$ cat config.mk
export PLATFORM = sky130hd
export DESIGN_NAME = sc_schedule_ctrl
export DESIGN_NICKNAME = d
export VERILOG_FILES = /design/src/rtl/sc_schedule_ctrl.sv
export SDC_FILE = /design/constraint.sdc
export NUM_CORES = 1
export LEC_CHECK = 0
export ABC_AREA = 1
export BUFFER_PORTS_ARGS = -buffer_cell sky130_fd_sc_hd__buf_2
export CAP_MARGIN = 20
export CELL_PAD_IN_SITES_DETAIL_PLACEMENT = 0
export CELL_PAD_IN_SITES_GLOBAL_PLACEMENT = 2
export CORE_MARGIN = 3
export CORE_UTILIZATION = 29
export DETAILED_ROUTE_END_ITERATION = 6
export PLACE_DENSITY_LB_ADDON = 0.1
export SLEW_MARGIN = 30
export SYNTH_ARGS = -nofsm -noshare
export SYNTH_HDL_FRONTEND = slang
export SYNTH_SLANG_ARGS = --single-unit
$ cat constraint.sdc
create_clock -name clk -period 3.55 [get_ports clk]
set_clock_uncertainty 0.15 [all_clocks]
set_input_delay 0.5325 -clock clk [delete_from_list [all_inputs] [get_ports clk]]
set_output_delay 0.5325 -clock clk [all_outputs]
set_load 0.03 [all_outputs]
$ cat src/rtl/sc_schedule_ctrl.sv
// sc_schedule_ctrl: SC decoder stage/PE-block/fg schedule with handshake and delayed bit-index taps.
// Optional macro SC_SCHED_PERF_CNT_EN adds a decode_cycles cycle counter output.
module sc_schedule_ctrl #(
  parameter int N_LOG = 10,
  parameter int P_LOG = 6,
  parameter int DLY   = 2
) (
  input  logic                                              clk,
  input  logic                                              rst_n,
  input  logic                                              start,
  input  logic                                              hold,
`ifdef SC_SCHED_PERF_CNT_EN
  output logic [31:0]                                       decode_cycles,
`endif
  output logic                                              busy,
  output logic                                              done,
  output logic [$clog2(N_LOG)-1:0]                          stage_index,
  output logic [((N_LOG-1-P_LOG > 1) ? N_LOG-1-P_LOG : 1)-1:0] blk_index,
  output logic                                              fg_sel,
  output logic [N_LOG-1:0]                                  bit_index,
  output logic                                              bit_valid,
  output logic [DLY*N_LOG-1:0]                              bit_index_dly
);
  localparam int SW = $clog2(N_LOG);
  localparam int BW = (N_LOG-1-P_LOG > 1) ? N_LOG-1-P_LOG : 1;
  localparam int DW = DLY*N_LOG;
  typedef enum logic [1:0] {IDLE, RUN, DONE} state_t;
  state_t          state_q;
  logic [SW-1:0]   stage_q;
  logic [BW-1:0]   blk_q, blk_max;
  logic            fg_q;
  logic [N_LOG-1:0] bit_q, bit_nx;
  logic [DW-1:0]   dly_q, dly_d;
  // lowest set bit of the next bit index is the stage where its g step starts
  function automatic logic [SW-1:0] ctz(input logic [N_LOG-1:0] v);
    ctz = '0;
    for (int k = N_LOG-1; k >= 0; k--) if (v[k]) ctz = SW'(k);
  endfunction
  always_comb begin
    blk_max = (32'(stage_q) > P_LOG) ? BW'((32'd1 << (32'(stage_q) - P_LOG)) - 32'd1) : '0;
    bit_nx = bit_q + 1'b1;
    dly_d = DW'({dly_q, bit_q});
  end
  always_ff @(posedge clk) begin
    if (!rst_n) begin
      state_q <= IDLE;
      stage_q <= SW'(N_LOG-1);
      blk_q   <= '0;
      fg_q    <= 1'b0;
      bit_q   <= '0;
      dly_q   <= '0;
    end else begin
      dly_q <= dly_d;
      case (state_q)
        IDLE: if (start) begin
          state_q <= RUN;
          stage_q <= SW'(N_LOG-1);
          blk_q   <= '0;
          fg_q    <= 1'b0;
          bit_q   <= '0;
        end
        RUN: if (!hold) begin
          if (blk_q != blk_max) blk_q <= blk_q + 1'b1;
          else if (stage_q != '0) begin
            stage_q <= stage_q - 1'b1;
            blk_q   <= '0;
            fg_q    <= 1'b0;
          end else begin
            blk_q   <= '0;
            bit_q   <= bit_nx;
            fg_q    <= ~&bit_q;
            stage_q <= &bit_q ? SW'(N_LOG-1) : ctz(bit_nx);
            if (&bit_q) state_q <= DONE;
          end
        end
        default: state_q <= IDLE;
      endcase
    end
  end
`ifdef SC_SCHED_PERF_CNT_EN
  logic [31:0] cnt_q, dc_q;
  always_ff @(posedge clk) begin
    if (!rst_n) begin
      cnt_q <= '0;
      dc_q  <= '0;
    end else if (state_q == IDLE && start) cnt_q <= '0;
    else if (state_q == RUN) begin
      cnt_q <= cnt_q + 32'd1;
      if (bit_valid && &bit_q) dc_q <= cnt_q + 32'd1;
    end
  end
  assign decode_cycles = dc_q;
`endif
  assign busy          = state_q == RUN;
  assign done          = state_q == DONE;
  assign stage_index   = stage_q;
  assign blk_index     = blk_q;
  assign fg_sel        = fg_q;
  assign bit_index     = bit_q;
  assign bit_index_dly = dly_q;
  assign bit_valid     = state_q == RUN && !hold && stage_q == '0 && blk_q == blk_max;
endmodule

==> summary.txt <==
Clock network
  – CTS tree: done
  – Worst-Skew Late Latency: 0.29 ns
  – Reg clk slew, reported paths: approximately 0.080 ns
  – CTS max path bufs: 2
  – CTS H-tree depth: 2
  – CTS Sinks: 40
  – Num CTS Buffers: 5
  – CTS Root Cell: clkbuf_8

Power and ir drop
  – Share of power burned in registers: 0.447
  – Total power: 1.07 mW
  – Switch share: 0.309
  – P_sw: around 330 µW
  – Worst VDD drop: ~0.18 mV
  – Clock Power Share: 0.351
  – Power Internal: 739 µW
  – P_leak: approximately 1.4 nW
  – Combinational group share of total power: 0.202
  – PD cells: approximately 420 mW/mm²

STA
  – Fmax: 296 MHz
  – Max Slew Vio Count: 0
  – Clock period minus final worst setup slack: 3.38 ns
  – Final setup fails: 0
  – RSZ-0062 raised after global routing: no
  – Setup ws final: 0.167 ns
  – Slew HR: 0.599
  – Worst Max-Slew Pin Slew: roughly 0.6 ns
  – Fin Setup TNS: 0 ns
  – Final Hold Viols: 0
  – Post-route clock period utilization: 0.953
  – Final hold slack: about 0.28 ns

Worst setup path
  – WP data required: 2.87 ns
  – Largest fanout on the critical path: 5
  – Worst Setup End Kind: primary output
  – R2R Path Start: stage_index[1]$_SDFFE_PN0P_
  – Crit path arrival time: 2.70 ns
  – R2r setup slk: around 0.55 ns
  – Setup CP Type: reg -> out
  – Critical R2R Capture: bit_index[0]$_SDFFE_PN0P_
  – Reg2Reg Depth: 14
  – Crit start category: register

Min path
  – Worst Hold Class: reg -> reg
  – Worst hold path startpoint: bit_index_dly[5]$_SDFF_PN0_
  – Worst hold path cell count: 2
  – Hold Path End: bit_index_dly[15]$_SDFF_PN0_

Synth
  – Top-area cell type share of the netlist area: 0.390
  – Mapped cell area: 0.00205 mm²
  – Average cell area after synthesis: 6.86 µm²
  – Share of flip-flops with an asynchronous set or reset: 0
  – Count leader, synth: nand2_1
  – Synth Flop Type: dfxtp_1
  – Synth Instances: ~300
  – Seq cells post-synth: 40
  – Number of flops mapped to enable cells by yosys: 0
  – Register area share after synthesis: 0.390
  – Leading post-synthesis cells by cell area: dfxtp_1 (39%), nand2_1 (17%), inv_1 (11%)
  – Synth warn: 0
  – Synth area leader: dfxtp_1
  – Post-Synthesis Net Count: between 300 and 400
  – Distinct cells, synth: 25
  – Commonest cells in the netlist: nand2_1 (92), inv_1 (59), dfxtp_1 (40), nand3_1 (24), nor2_1 (20)

Routing
  – Drt initial violations: 61
  – Routed wire length per instance: approximately 11 µm
  – First drt pass iteration count: 4
  – Detailed-route DRC error count: 0
  – DR vias: around 1.8k
  – Detail Route Antenna Nets: 0
  – Total Wirelength: 4870 µm
  – Via density per instance: between 4 and 5

Floorplan
  – # rows: 30
  – Die X: roughly 90 µm
  – Io pins: 45
  – Die height: around 90 µm
  – Die area: ~0.0081 mm²
  – Placeable Area: 0.00683 mm²
  – Initial core utilization: 0.300

Place
  – Post-detail-place hpwl: 3720 µm
  – Pre-CTS setup slack: a little over 0.2 ns
  – PortBufs: 44
  – Placed cells: 437
  – DP Area: between 0.002 and 0.0025 mm²
  – Placer Congestion: between 0.7 and 0.8

Global route
  – GRT Total Usage: 0.127
  – Largest net degree at the start of global routing: 26
  – Remaining global-route overflow: 0
  – Vias in the first global route: roughly 1.7k
  – Number of antenna violations at the first check in global routing: 0
  – First-pass GRT wire length: roughly 8500 µm

Finish
  – Fillers: about 790
  – Synth-to-Final Area Change: 23.4%
  – Post-route insts no fill: roughly 450
  – Share of layout cells above drive strength 1: 0.203
  – N_diodes: 0
  – Nets: 363
  – Util after Layout: 0.371
  – Final Instance Area: between 0.002 and 0.003 mm²

Run status
  – Status: complete, no violations

Job
  – Maximum Capacitance Violations: 0
[power by group through the flow]
stage / Clock (mW) / Combinational, mW / Sequential, mW
final: 0.375 / 0.216 / 0.478
after global routing: 0.403 / 0.246 / 0.482
after CTS: 0.386 / 0.213 / 0.479
after detailed placement: 0 / 0.211 / 0.489
after global placement: 0 / 0.215 / 0.489
after floorplan: 0 / 0.147 / 0.508
[kinds of logic (layout without fill, tap and decap cells)]
group                    count (synthesis)  count (layout)  share of synthesized area
AND/OR/NAND/NOR                        150             150                      0.312
buffers and inverters                   65             116                      0.132
flip-flops                              40              40                      0.390
AO/OA/AOI/OAI                           26              26                     0.0708
adder cells (fa/ha/maj)                 10              10                     0.0610
XOR/XNOR                                 8               8                     0.0342
[worst max-delay path, cell delays in order, from the launching register on]
cell and delay, ns:
dfxtp_4 0.38, ha_1 0.14, inv_1 0.04, ha_1 0.25
inv_1 0.06, nor2_4 0.14, nand3_2 0.11, ha_1 0.32
nor2_2 0.12, xnor2_1 0.13, nand3_2 0.12, or2_4 0.29
nor4_4 0.16, buf_6 0.17
[area by class of cell]
type,instances,area [µm²],share of cell area
multi-input cells,194,1000,0.397
flip-flops and latches,40,810,0.320
repair buffers,49,264,0.104
inverters,59,221,0.0875
well taps,96,120,0.0475
clock buffers,5,68.8,0.0272
clock inverters,3,42.5,0.0168
[layer usage]
metal / share of wire / vias to the layer above / routed length [µm] / track usage
li1: - / 1007 / - / -
met1: 0.54 / 778 / 2640 / 0.185
met2: 0.41 / 29 / 2020 / 0.186
met3: 0.036 / 2 / 177 / 0.0268
met4: 0.0072 / 0 / 35 / 0.0421
met5: 0 / - / 0 / 0
[registers in the layout, summed over array words and instances (netlist names)]
| name | flops |
|---|---|
| bit_index_dly | 20 |
| stage_index | 4 |
| blk_index | 3 |
| state_q | 2 |
| bit_index | 10 |
| fg_sel | 1 |
[cells in the final DEF (no fill, tap or decap), types with 5 or more instances in the layout]
cell type,instances
a21oi_1,11
buf_2,43
buf_4,5
clkbuf_8,5
dfxtp_1,37
ha_1,10
inv_1,59
nand2_1,92
nand3_1,23
nor2_1,19
o21ai_0,7
o21ai_1,6
[how the worst max path moves through the flow]
stage                                      startpoint         to  slack [ns]
after floorplan           stage_index[1]$_SDFFE_PN0P_  bit_valid        0.08
after detailed placement  stage_index[1]$_SDFFE_PN0P_  bit_valid        0.20
after global placement    stage_index[1]$_SDFFE_PN0P_  bit_valid        0.23
final                     stage_index[1]$_SDFFE_PN0P_  bit_valid        0.17
after CTS                 stage_index[1]$_SDFFE_PN0P_  bit_valid      0.0003
after global routing      stage_index[1]$_SDFFE_PN0P_  bit_valid       0.006
[repair_timing]
action	in CTS	in global routing
gates resized for setup	6	4
endpoints found under the setup margin	1	1
buffers inserted	0	1
hold buffers	0	0
pin swaps	0	1
No activity file was read; power rests on OpenSTA's default activity.
